### src/rtl/axis_frame_len_pkg.sv
// rtl/axis_frame_len_pkg.sv - state type and tkeep byte counter for axis_frame_len_check
package axis_frame_len_pkg;

   typedef enum logic [1:0] {
      START = 2'd0,
      MID   = 2'd1,
      DROP  = 2'd2
   } state_t;

   localparam int KEEP_MAX = 256;

   function automatic logic [8:0] popcount(input logic [KEEP_MAX-1:0] keep);
      logic [8:0] cnt;
      cnt = '0;
      for (int i = 0; i < KEEP_MAX; i++) begin
         cnt = cnt + {8'd0, keep[i]};
      end
      return cnt;
   endfunction

endpackage

### src/rtl/axis_skid_reg.sv
// rtl/axis_skid_reg.sv - two-entry register slice with registered upstream ready
module axis_skid_reg #(
   parameter int WIDTH = 8
) (
   input  logic             clk,
   input  logic             rst,
   input  logic [WIDTH-1:0] i_s_data,
   input  logic             i_s_valid,
   output logic             o_s_ready,
   output logic [WIDTH-1:0] o_m_data,
   output logic             o_m_valid,
   input  logic             i_m_ready
);

   logic [WIDTH-1:0] r_m_data;
   logic [WIDTH-1:0] r_skid_data;
   logic             r_m_valid;
   logic             r_skid_valid;
   logic             r_s_ready;
   logic             w_s_fire;
   logic             w_m_load;

   assign w_s_fire = i_s_valid & r_s_ready;
   assign w_m_load = i_m_ready | ~r_m_valid;

   always_ff @(posedge clk) begin
      if (rst) begin
         r_m_valid    <= 1'b0;
         r_skid_valid <= 1'b0;
         r_s_ready    <= 1'b1;
      end else if (w_m_load) begin
         r_m_valid    <= r_skid_valid | w_s_fire;
         r_skid_valid <= 1'b0;
         r_s_ready    <= 1'b1;
      end else if (w_s_fire) begin
         r_skid_valid <= 1'b1;
         r_s_ready    <= 1'b0;
      end
   end

   // ready is low whenever the skid holds a beat, so skid and input never compete
   always_ff @(posedge clk) begin
      if (w_m_load) begin
         r_m_data <= r_skid_valid ? r_skid_data : i_s_data;
      end
      if (!w_m_load && w_s_fire) begin
         r_skid_data <= i_s_data;
      end
   end

   assign o_s_ready = r_s_ready;
   assign o_m_data  = r_m_data;
   assign o_m_valid = r_m_valid;

endmodule

### src/rtl/axis_frame_len_check.sv
// rtl/axis_frame_len_check.sv - frame byte-length checker marking short/long frames via tuser
// AXIS_FRAME_LEN_CHECK_TRUNC_EN: cut oversize frames at the limit and drop the rest.
module axis_frame_len_check
   import axis_frame_len_pkg::*;
#(
   parameter int                    DATA_WIDTH           = 32,
   parameter int                    KEEP_WIDTH           = DATA_WIDTH / 8,
   parameter int                    USER_WIDTH           = 1,
   parameter int                    LEN_WIDTH            = 16,
   parameter logic [USER_WIDTH-1:0] USER_BAD_FRAME_VALUE = USER_WIDTH'(1)
) (
   input  logic                  clk,
   input  logic                  rst,
   input  logic [DATA_WIDTH-1:0] s_axis_tdata,
   input  logic [KEEP_WIDTH-1:0] s_axis_tkeep,
   input  logic                  s_axis_tvalid,
   output logic                  s_axis_tready,
   input  logic                  s_axis_tlast,
   input  logic [USER_WIDTH-1:0] s_axis_tuser,
   output logic [DATA_WIDTH-1:0] m_axis_tdata,
   output logic [KEEP_WIDTH-1:0] m_axis_tkeep,
   output logic                  m_axis_tvalid,
   input  logic                  m_axis_tready,
   output logic                  m_axis_tlast,
   output logic [USER_WIDTH-1:0] m_axis_tuser,
   input  logic [LEN_WIDTH-1:0]  min_len,
   input  logic [LEN_WIDTH-1:0]  max_len,
   output logic [LEN_WIDTH-1:0]  status_frame_len,
   output logic                  status_frame_valid,
   output logic                  status_too_short,
   output logic                  status_too_long
);

   localparam int PAY_W = DATA_WIDTH + KEEP_WIDTH + 1 + USER_WIDTH;

   state_t                r_state;
   state_t                w_state_nxt;
   logic [LEN_WIDTH-1:0]  r_count;
   logic [LEN_WIDTH-1:0]  r_min;
   logic [LEN_WIDTH-1:0]  r_max;
   logic [LEN_WIDTH-1:0]  r_stat_len;
   logic                  r_stat_valid;
   logic                  r_stat_short;
   logic                  r_stat_long;

   logic                  w_first;
   logic                  w_in_drop;
   logic                  w_trunc;
   logic                  w_skid_ready;
   logic                  w_s_ready;
   logic                  w_accept;
   logic                  w_push;
   logic [KEEP_MAX-1:0]   w_keep_ext;
   logic [8:0]            w_bytes;
   logic [LEN_WIDTH-1:0]  w_base;
   logic [LEN_WIDTH:0]    w_sum;
   logic [LEN_WIDTH-1:0]  w_len;
   logic [LEN_WIDTH-1:0]  w_min;
   logic [LEN_WIDTH-1:0]  w_max;
   logic                  w_short;
   logic                  w_long;
   logic                  w_bad;
   logic                  w_out_last;
   logic [USER_WIDTH-1:0] w_out_user;
   logic [PAY_W-1:0]      w_s_pay;
   logic [PAY_W-1:0]      w_m_pay;
   logic                  w_m_valid;

   // limits and count come straight from the inputs on a frame's first beat
   assign w_first    = (r_state == START);
   assign w_min      = w_first ? min_len : r_min;
   assign w_max      = w_first ? max_len : r_max;
   assign w_base     = w_first ? '0 : r_count;
   assign w_keep_ext = KEEP_MAX'(s_axis_tkeep);
   assign w_bytes    = popcount(w_keep_ext);
   assign w_sum      = {1'b0, w_base} + (LEN_WIDTH + 1)'(w_bytes);
   assign w_len      = w_sum[LEN_WIDTH] ? '1 : w_sum[LEN_WIDTH-1:0];
   assign w_short    = (w_len < w_min);
   assign w_long     = (w_max != '0) && (w_len > w_max);

`ifdef AXIS_FRAME_LEN_CHECK_TRUNC_EN
   assign w_in_drop = (r_state == DROP);
   assign w_trunc   = ~w_in_drop & w_long & ~s_axis_tlast;
   assign w_s_ready = w_skid_ready | w_in_drop;
`else
   assign w_in_drop = 1'b0;
   assign w_trunc   = 1'b0;
   assign w_s_ready = w_skid_ready;
`endif

   assign s_axis_tready = w_s_ready & ~rst;
   assign w_accept      = s_axis_tvalid & s_axis_tready;
   assign w_push        = s_axis_tvalid & ~w_in_drop & ~rst;

   assign w_bad      = (s_axis_tlast & (w_short | w_long)) | w_trunc;
   assign w_out_last = s_axis_tlast | w_trunc;
   assign w_out_user = s_axis_tuser | (w_bad ? USER_BAD_FRAME_VALUE : '0);
   assign w_s_pay    = {s_axis_tdata, s_axis_tkeep, w_out_last, w_out_user};

   axis_skid_reg #(
      .WIDTH (PAY_W)
   ) u_skid (
      .clk       (clk),
      .rst       (rst),
      .i_s_data  (w_s_pay),
      .i_s_valid (w_push),
      .o_s_ready (w_skid_ready),
      .o_m_data  (w_m_pay),
      .o_m_valid (w_m_valid),
      .i_m_ready (m_axis_tready)
   );

   assign {m_axis_tdata, m_axis_tkeep, m_axis_tlast, m_axis_tuser} = w_m_pay;
   assign m_axis_tvalid = w_m_valid & ~rst;

   always_ff @(posedge clk) begin
      if (rst) begin
         r_state <= START;
      end else begin
         r_state <= w_state_nxt;
      end
   end

   always_comb begin
      w_state_nxt = r_state;
      if (w_accept) begin
         case (r_state)
            START, MID: begin
               w_state_nxt = s_axis_tlast ? START : MID;
`ifdef AXIS_FRAME_LEN_CHECK_TRUNC_EN
               if (w_trunc) begin
                  w_state_nxt = DROP;
               end
            end
            DROP: begin
               if (s_axis_tlast) begin
                  w_state_nxt = START;
               end
`endif
            end
            default: w_state_nxt = START;
         endcase
      end
   end

   always_ff @(posedge clk) begin
      if (rst) begin
         r_count      <= '0;
         r_min        <= '0;
         r_max        <= '0;
         r_stat_valid <= 1'b0;
         r_stat_len   <= '0;
         r_stat_short <= 1'b0;
         r_stat_long  <= 1'b0;
      end else begin
         r_stat_valid <= w_accept & s_axis_tlast;
         if (w_accept) begin
            r_count <= w_len;
            if (w_first) begin
               r_min <= min_len;
               r_max <= max_len;
            end
            if (s_axis_tlast) begin
               r_stat_len   <= w_len;
               r_stat_short <= w_short;
               r_stat_long  <= w_long | w_in_drop;
            end
         end
      end
   end

   assign status_frame_valid = r_stat_valid & ~rst;
   assign status_frame_len   = rst ? '0 : r_stat_len;
   assign status_too_short   = r_stat_short & ~rst;
   assign status_too_long    = r_stat_long & ~rst;

endmodule

### config.mk
export PLATFORM = sky130hd
export DESIGN_NAME = axis_frame_len_check
export DESIGN_NICKNAME = d
export VERILOG_FILES = /design/src/rtl/axis_frame_len_pkg.sv /design/src/rtl/axis_skid_reg.sv /design/src/rtl/axis_frame_len_check.sv
export SDC_FILE = /design/constraint.sdc
export NUM_CORES = 1
export LEC_CHECK = 0
export ABC_AREA = 1
export ABC_CLOCK_PERIOD_IN_PS = 5600
export BUFFER_PORTS_ARGS = -buffer_cell sky130_fd_sc_hd__buf_2
export CAP_MARGIN = 20
export CORE_MARGIN = 5
export CORE_UTILIZATION = 40
export CTS_BUF_LIST = sky130_fd_sc_hd__clkbuf_2
export DETAILED_ROUTE_END_ITERATION = 7
export RECOVER_POWER = 50
export REMOVE_ABC_BUFFERS = 1
export SLEW_MARGIN = 10
export SYNTH_ARGS = -nofsm -noshare
export SYNTH_HDL_FRONTEND = slang
export SYNTH_HIERARCHICAL = 1
export SYNTH_SLANG_ARGS = --single-unit
### constraint.sdc
create_clock -name clk -period 5.6 [get_ports clk]
set_input_delay 0.56 -clock clk [delete_from_list [all_inputs] [get_ports clk]]
set_output_delay 0.56 -clock clk [all_outputs]
set_load 0.05 [all_outputs]
==> out/results.tsv, run 1 <==
metric	value	unit
dieWidth	142.0	um
worst_slack	926.1	ps
drt_wl_total	16.53	mm
rr_endpoint	u_skid/o_m_data[0]	
maxCapViolCount	4	
synth_area	0.006970	mm^2
min_path_type	in -> reg	
grt_pass1_wl	26.59	mm
leakagePower	3.689	nW
postCtsSetupBuffers	0	
drive_above_1_share	0.1667	
yosys_warnings	6	
viasPerCell	4.777	
status	complete, but fails checks	
fin_crit	4674	ps
grt_usage	0.1655	
async_reset_ff_frac	0	
p_per_area	255.6	mW/mm^2
fillers	1702	
violations	capacitance limit, slew limit	
yosysUniqueCellTypes	41	
io_pins	133	
antenna_cells	0	
cellInternalPower	1.436	mW
drc	0	
setup_viol_count_final	0	
tns	0	ps
dieArea	0.02017	mm^2
drt-wirelength-per-cell	13.95	um
start_kind	input pin	
hold_ws	107.4	ps
design_area	0.008356	mm^2
vias	5661	
synth.avg_cell_area	8.868	um^2
first_pass_iters	5	
p_comb_frac	0.162	
critPathMaxFanout	5	
antenna_found_initial	0	
core_area	0.01718	mm^2
cts_tree	done	
max_freq	214.0	MHz
required	6070	ps
final.period_utilization	0.8346	
grt_max_degree	62	
regArea	0.003705	mm^2
start_util	0.4058	
portBuffers	132	
drt_iter0_markers	256	
swShare	0.3274	
final_nets	1056	
die_h	142.0	um
multiInputGateArea	0.002790	mm^2
rr_startpoint	r_state[0]	
areaGrowthSynthToFinish	19.87	%
clockRootBuffer	clkbuf_2	
pwr-share-clk	0.273	
min_to	u_skid/r_skid_valid	
p_switching	0.6992	mW
ant_nets	0	
rows	48	
drv_slew	177	
skew	31.83	ps
final_common_cell	nand2_1	
crit_arrival	5140	ps
hold_viol_final	0	
final_cell_mix	nand2_1 (237), buf_2 (100), edfxtp_1 (76), inv_1 (74), dfxtp_1 (70)	
clk_pin_slew	230	ps
max-slew-margin-rel	-0.6360	
endpoint_kind	flop	
synthCells	786	
place_ws	763.4	ps
cts-resized-gates	0	
worst_slew_pin_slew	2454	ps
ir_drop	0.0001155	V
synth-edff-count	76	
grt_pass1_vias	5340	
grt-ovfl-total	0	
gp_congestion	0.8579	
dp_hpwl	11.13	mm
critPathKind	in -> reg	
worstHoldStart	m_axis_tready	
rrSetupSlack	1500	ps
worstSkewPairLatency	710	ps
p_seq_frac	0.565	
numCtsBuffers	17	
cts_max_level	4	
ys_seq_area_frac	0.5313	
final_util	0.4865	
rsz0062_at_grt	no	
synth_top_flop_cell	edfxtp_1	
synth-seq-cells	147	
reg2reg_depth	19	
cts_buffer_depth	2	
cts_sinks	147	
whs_path_depth	4	
place_area	0.007796	mm^2
-- worst max-delay path, stage by stage --
cell and delay, ps:
dlygate4sd3_1 530, clkbuf_1 140, fa_1 540, inv_1 50, fa_1 420, fa_1 390, inv_1 100, nand4_2 150
nor2_2 230, inv_1 100, o31ai_1 660, ha_1 370, nand4_1 150, a31oi_1 60, nor4_1 180, nand2_1 80
nand2_1 110, nand2_1 60, nand2_1 50, nand2_1 60, nand2_1 60, nand2_1 60
-- synthesized netlist by cell type, drive strengths merged, types with 2 or more instances --
library cell	number	area (um^2)
a211oi	2	15.01
a21boi	2	15.02
a21oi	27	138.9
a31oi	5	31.28
buf	17	108.9
clkbuf	17	63.81
clkinv	2	7.510
dfxtp	71	1421
edfxtp	76	2282
fa	3	60.06
ha	32	400.4
inv	79	296.5
mux2i	21	210.2
nand2	243	927.1
nand3	41	210.2
nand4	7	50.05
nor2	51	209.0
nor3	5	25.02
nor4	4	25.02
o211ai	3	22.52
o21a	3	22.52
o21ai	58	290.3
o21bai	2	15.01
o31ai	6	45.04
xnor2	2	17.52
xor2	2	17.52
-- cells by family after synthesis --
group           Yosys count  synth area share
simple gates            353            0.2095
flops                   147            0.5313
fa+ha+maj                35           0.06606
compound gates          111           0.08957
buf+inv                 115           0.06839
xor+xnor                  4          0.005027
mux                      21           0.03016
-- stage by stage --
step	total power, mW	instances
final	2.136	1185
after global routing	2.255	1185
after CTS	2.174	1184
after detailed placement	1.560	1115
after global placement	1.556	1115
after floorplan	1.453	752
-- worst max-delay path by stage --
stage               slack [ps]             from  cells after the start            endpoint
finish                     930  s_axis_tkeep[0]                     22  u_skid/o_m_data[0]
floorplan                  780       r_state[0]                     23  u_skid/o_m_data[0]
detailed placement         760  s_axis_tkeep[0]                     21  u_skid/o_m_data[0]
global route               620  s_axis_tkeep[0]                     21  u_skid/o_m_data[0]
CTS                       1040  s_axis_tkeep[0]                     22  u_skid/o_m_data[0]
global placement           880  s_axis_tkeep[0]                     21  u_skid/o_m_data[0]
-- final cells by class --
type | count | area share
multi-input combinational | 524 | 0.3339
tap | 225 | 0.03369
inverter | 81 | 0.03639
sequential | 147 | 0.4434
clock buffer | 17 | 0.01018
timing repair buffer | 176 | 0.1255
clock inverter | 15 | 0.01692
-- registers in the layout, indices dropped and copies added (netlist names) --
| name | flops |
|---|---|
| r_stat_long | 1 |
| r_stat_valid | 1 |
| u_skid/r_skid_valid | 1 |
| u_skid/o_m_data | 38 |
| r_min | 16 |
| u_skid/r_skid_data | 38 |
| u_skid/o_m_valid | 1 |
| r_count | 16 |
| r_state | 1 |
| r_max | 16 |
| r_stat_len | 16 |
| u_skid/o_s_ready | 1 |
| r_stat_short | 1 |
-- per-layer routing --
metal | global-route usage | wire, um | vias to the layer above
met5 | 0 | 0 | -
met4 | 0.05808 | 314 | 0
met3 | 0.03495 | 918 | 24
met2 | 0.2534 | 7364 | 155
met1 | 0.2335 | 7930 | 2538
li1 | - | - | 2944
-- timing repair --
action | in CTS | in global routing
endpoints found under the setup margin | 0 | 0
hold buffers | 37 | 0
hold endpoints to repair | 37 | 0
-- power by group through the flow --
stage                     Combinational (mW)  Sequential, mW  Clock (mW)
final                                  0.347            1.21       0.582
after global routing                   0.384            1.21       0.657
after CTS                              0.353            1.21       0.615
after detailed placement               0.331            1.23           0
after global placement                 0.329            1.23           0
after floorplan                        0.146            1.31           0
Note: power is estimated with default switching activity, not from simulation.
==> run 2: changes to the inputs <==
--- a/config.mk
+++ b/config.mk
@@ -6,7 +6,7 @@
 export NUM_CORES = 1
 export LEC_CHECK = 0
 export ABC_AREA = 1
-export ABC_CLOCK_PERIOD_IN_PS = 5600
+export ABC_CLOCK_PERIOD_IN_PS = 4100
 export BUFFER_PORTS_ARGS = -buffer_cell sky130_fd_sc_hd__buf_2
 export CAP_MARGIN = 20
 export CORE_MARGIN = 5
==> constraint.sdc (replaced) <==
create_clock -name clk -period 4.1 [get_ports clk]
set_input_delay 0.41 -clock clk [delete_from_list [all_inputs] [get_ports clk]]
set_output_delay 0.41 -clock clk [all_outputs]
set_load 0.05 [all_outputs]
==> run 2 against run 1 <==
Core utilization rose by 2.4 points. Clock-buffer cell count increased by 1. Non-clock buffer count rose by 49. Critical endpoint unchanged. Clock skew fell by 7.4 ps. The flow still finishes with violations (capacitance limit, slew limit). Global-route usage is 0.59 points higher. Clock power increased by 32%.
==> out/results.tsv, run 2 (synthesis gave the netlist of run 1 again) <==
metric	value	unit	change
max_stage_delay	520	ps	-140 ps
place_area	0.008029	mm^2	+3.0%
total_power	2.915	mW	+37%
violations	capacitance limit, slew limit		
start_util	0.4058		unchanged
rr_endpoint	u_skid/o_m_data[0]		
final_cell_mix	nand2_1 (236), buf_2 (100), edfxtp_1 (76), inv_1 (74), dfxtp_1 (70)		
grt-ovfl-total	0		unchanged
grt_pass1_vias	5620		+5.2%
antenna_found_initial	0		unchanged
viasPerCell	4.747		-0.63%
rrSetupSlack	400	ps	-1100 ps
skew	24.43	ps	-7.400 ps
instances_no_fill	1234		+4.1%
dieWidth	142.0	um	unchanged
fin_crit	3740	ps	
areaGrowthSynthToFinish	25.69	%	
numCtsBuffers	17		unchanged
start_kind	input pin		
min_to	r_min[11]		
io_pins	133		unchanged
worst_slew_pin_slew	2351	ps	-102.9 ps
gp_congestion	0.8892		+3.6%
max_freq	267.4	MHz	
rr_startpoint	r_state[0]		
cpMostUsedCell	nand2_1		
drt-wirelength-per-cell	13.73	um	-1.6%
final.period_utilization	0.9123		
cts_sinks	147		unchanged
worstHoldStart	min_len[11]		
leakagePower	3.910	nW	+6.0%
critPathKind	in -> reg		
portBuffers	132		unchanged
ir_drop	0.0001564	V	+35%
place_ws	-318.2	ps	-1082 ps
tns	0	ps	unchanged
clockRootBuffer	clkbuf_2		
cts_tree	done		
hold_ws	62.30	ps	-45.06 ps
worstSkewPairLatency	700	ps	about the same
crit_arrival	4220	ps	-920 ps
max-slew-margin-rel	-0.5674		+0.06860
clk_pin_slew	230	ps	about the same
design_area	0.008761	mm^2	+4.9%
maxCapViolCount	3		-1
status	complete, but fails checks		
drive_above_1_share	0.1903		+0.02362
rows	48		unchanged
cts_buffer_depth	2		unchanged
dieArea	0.02017	mm^2	unchanged
dp_hpwl	11.69	mm	+5.0%
first_pass_iters	4		-1
min_path_type	in -> reg		
whs_path_depth	3		-1
cts-resized-gates	0		unchanged
cts_max_level	4		unchanged
vias	5858		+3.5%
core_area	0.01718	mm^2	unchanged
ant_nets	0		unchanged
p_per_area	332.8	mW/mm^2	+30%
worst_slack	359.8	ps	-566.4 ps
reg2reg_depth	23		+4
drv_slew	142		-20%
drt_iter0_markers	264		+3.1%
endpoint_kind	flop		
final_nets	1105		+4.6%
final_util	0.5101		+0.02360
worst_path_max_delay_cell	dlygate4sd3_1		
critPathMaxFanout	4		-1
grt_max_degree	61		-1.6%
required	4580	ps	-1490 ps
setup_viol_count_final	0		unchanged
dp.cells	1146		+2.8%
die_h	142.0	um	unchanged
hold_viol_final	0		unchanged
drt_wl_total	16.94	mm	+2.5%
grt_pass1_wl	27.94	mm	+5.1%
grt_usage	0.1714		+0.005886
rsz0062_at_grt	no		
drc	0		unchanged
antenna_cells	0		unchanged
final_common_cell	nand2_1		
## run 2: worst max-delay path, delay by kind of cell
family | cells | cell delay (ps)
simple gates | 14 | 1490
fa+ha+maj | 3 | 1190
buf+inv | 7 | 1070
compound gates | 1 | 70
## run 2: power breakdown
part / internal [mW] / leakage (nW) / total [mW] / switching (mW)
registers: 1.62 / 1.32 / 1.65 / 0.0261
clock network: 0.179 / 0.126 / 0.766 / 0.587
logic: 0.174 / 2.46 / 0.502 / 0.328
## run 2: how the worst max path moves through the flow
stage                    startpoint                 end  depth (start not counted)
global route             r_state[0]  u_skid/o_m_data[0]                         23
CTS                      r_state[0]  u_skid/o_m_data[0]                         23
finish              s_axis_tkeep[2]  u_skid/o_m_data[0]                         25
floorplan                r_state[0]  u_skid/o_m_data[0]                         23
detailed placement  s_axis_tkeep[0]  u_skid/o_m_data[0]                         25
global placement    s_axis_tkeep[0]  u_skid/o_m_data[0]                         25
## run 2: routing by layer
metal | part of all wire | track usage | vias up
li1 | - | - | 3031
met1 | 0.49 | 0.2340 | 2673
met2 | 0.46 | 0.2812 | 143
met3 | 0.048 | 0.03226 | 11
met4 | 0.0089 | 0.04545 | 0
met5 | 0 | 0 | -
## run 2: final cells by class
class	instances	area (um^2)
Timing Repair Buffer	225	1465
Sequential cell	147	3705
Clock inverter	14	120.1
Inverter	81	304.0
Tap cell	225	281.5
Fill cell	1672	8416
Clock buffer	18	90.09
Multi-Input combinational cell	524	2795
## run 2: repair_timing
| item | 4_1_cts | 5_1_grt |
|---|---|---|
| hold endpoints to repair | 91 | 0 |
| hold buffers | 55 | 0 |
| endpoints found under the setup margin | 0 | 0 |
| setup buffers | 0 | 0 |
==> run 3: changes to the inputs <==
--- a/config.mk
+++ b/config.mk
@@ -6,11 +6,11 @@
 export NUM_CORES = 1
 export LEC_CHECK = 0
 export ABC_AREA = 1
-export ABC_CLOCK_PERIOD_IN_PS = 4100
+export ABC_CLOCK_PERIOD_IN_PS = 3640
 export BUFFER_PORTS_ARGS = -buffer_cell sky130_fd_sc_hd__buf_2
 export CAP_MARGIN = 20
 export CORE_MARGIN = 5
-export CORE_UTILIZATION = 40
+export CORE_UTILIZATION = 30
 export CTS_BUF_LIST = sky130_fd_sc_hd__clkbuf_2
 export DETAILED_ROUTE_END_ITERATION = 7
 export RECOVER_POWER = 50
==> constraint.sdc (replaced) <==
create_clock -name clk -period 3.64 [get_ports clk]
set_input_delay 0.364 -clock clk [delete_from_list [all_inputs] [get_ports clk]]
set_output_delay 0.364 -clock clk [all_outputs]
set_load 0.05 [all_outputs]
==> run 3 against run 2 <==
The run still ends with capacitance limit, slew limit left. Clock-buffer cell count unchanged. Via count increased by 1.6%. Combinational power up 19%. First-iteration DRC count increased by 42%. Flip-flop and latch count unchanged. Clock power increased by 15%.
==> out/results.tsv, run 3 (synthesis gave the netlist of run 1 again) <==
metric	value	unit	change
worst_slew_pin_slew	2223	ps	-128.0 ps
gp_congestion	0.8338		-6.2%
numCtsBuffers	17		unchanged
io_pins	133		unchanged
crit_arrival	4010	ps	-210 ps
grt_usage	0.1382		-0.03322
worstSkewPairLatency	750	ps	+50 ps
cts_sinks	147		unchanged
path_cells	nand2_2, fa_2, fa_2, inv_2, nand4_4, nor2_4, inv_2, nor2_4, nand3_2, o211ai_1, ha_1, nand4_1, a31oi_1, nor4_1, nand2_1, nand2_2, nand2_1, nand2_1, nand2_1, nand2_1, nand2_1		
skew	58.81	ps	+34.39 ps
portBuffers	132		unchanged
ant_nets	0		unchanged
drive_above_1_share	0.2146		+0.02428
core_area	0.02278	mm^2	+33%
dp.cells	1239		+8.1%
endpoint_kind	flop		
grt_pass1_wl	29.22	mm	+4.6%
max_stage_delay	410	ps	-110 ps
areaGrowthSynthToFinish	31.56	%	
max_freq	286.1	MHz	
leakagePower	4.033	nW	+3.1%
drc	0		unchanged
cts_max_level	4		unchanged
dieWidth	162.4	um	+14%
crit_buf_inv	2		-5
drt-wirelength-per-cell	13.71	um	-0.14%
antenna_cells	0		unchanged
start_kind	flop		
final_common_cell	nand2_1		
dieArea	0.02638	mm^2	+31%
max-slew-margin-rel	-0.4821		+0.08531
vias	5954		+1.6%
fin_crit	3496	ps	
drt_iter0_markers	374		+42%
cts_buffer_depth	2		unchanged
rrSetupSlack	140	ps	-260 ps
final.period_utilization	0.9603		
cp_top_family	simple AND/OR/NAND/NOR gates		
first_pass_iters	5		+1
critPathMaxFanout	3		-1
clockRootBuffer	clkbuf_2		
grt-ovfl-total	0		unchanged
hold_viol_final	0		unchanged
rows	55		+15%
whs_path_depth	6		+3
p_per_area	363.6	mW/mm^2	+9.3%
rr_startpoint	r_count[0]		
design_area	0.009170	mm^2	+4.7%
ir_drop	0.0002834	V	+81%
worst_path_max_delay_cell	dfxtp_2		
grt_max_degree	61		unchanged
drt_wl_total	18.41	mm	+8.7%
antenna_found_initial	0		unchanged
setup_viol_count_final	0		unchanged
violations	capacitance limit, slew limit		
dp_hpwl	12.53	mm	+7.2%
reg2reg_depth	21		-8.7%
instances_no_fill	1343		+8.8%
min_to	u_skid/o_s_ready		
viasPerCell	4.433		-6.6%
clk_pin_slew	280	ps	+50 ps
tns	0	ps	unchanged
cpMostUsedCell	nand2_1		
critPathKind	reg -> reg		
rr_endpoint	u_skid/o_m_data[0]		
grt_pass1_vias	5643		+0.41%
rsz0062_at_grt	yes		
status	complete, but fails checks		
place_area	0.008179	mm^2	+1.9%
final_cell_mix	nand2_1 (234), buf_2 (98), edfxtp_1 (76)		
required	4160	ps	-420 ps
worstHoldStart	s_axis_tvalid		
maxCapViolCount	3		unchanged
min_path_type	in -> reg		
final_nets	1126		+1.9%
drv_slew	103		-27%
die_h	162.4	um	+14%
start_util	0.3060		-0.09980
cts_tree	done		
==> run 3: changes by cell type in the layout (fill, tap and decap cells not counted), sizes merged <==
cell	previous run	this run
dlygate4sd3	55	69
buf	133	139
clkinvlp	3	1
inv	85	87
clkbuf	55	56
==> run 3: tightest hold or removal path: stages <==
cell and delay (ps):
buf_2 90, inv_1 40, nor2_1 50, nand2_1 110
nand2_1 60, nand2_1 60
==> run 3: layer usage <==
layer	up-vias	global-route usage	wire length [um]
met4	0	0.02345	145
met5	-	0	0
met3	14	0.03721	1090
met2	164	0.2274	8464
met1	2706	0.1858	8709
li1	3070	-	-
==> run 3: power by group <==
group | internal [mW] | switching (mW) | total (mW) | leakage, nW
logic | 0.213 | 0.386 | 0.599 | 2.58
registers | 1.83 | 0.0301 | 1.86 | 1.32
clock network | 0.208 | 0.671 | 0.879 | 0.134
total | 2.25 | 1.09 | 3.33 | 4.03
==> run 3: per-stage QoR <==
step / utilization / hold WS (ps) / worst slack, ps / total power [mW]
after floorplan: - / 426.5 / -1183 / 2.235
after global placement: 0.3591 / 434.7 / -650.0 / 2.422
after CTS: 0.3992 / 9.780 / 21.25 / 3.386
final: 0.4026 / 66.59 / 144.5 / 3.335
after detailed placement: 0.3591 / 446.4 / -737.6 / 2.430
after global routing: 0.4026 / -8.537 / -76.66 / 3.517
==> run 3: final cells by class <==
class,instances,area [um^2]
fillers,2280,13610
clock inverters,14,120.1
well taps,313,391.6
repair buffers,246,1637
flip-flops and latches,147,3706
multi-input cells,524,2922
inverters,81,304.0
clock buffers,18,90.09
==> run 3: worst max-delay path by stage <==
stage	start	endpoint	slack [ps]	cells past startpoint
after floorplan	r_state[0]	u_skid/o_m_data[0]	-1180	23
after global placement	s_axis_tkeep[0]	u_skid/o_m_data[0]	-650	25
after detailed placement	s_axis_tkeep[0]	u_skid/o_m_data[0]	-740	23
after CTS	r_count[0]	u_skid/o_m_data[0]	20	23
after global routing	r_count[0]	u_skid/o_m_data[0]	-80	21
final	r_count[0]	u_skid/o_m_data[0]	140	21
==> run 3: timing repair <==
action,in CTS,in global routing
endpoints found under the hold margin,108,0
setup buffers,0,2
pin swaps,1,22
resized for setup,3,33
setup endpoints to repair,1,4
hold buffers,69,0
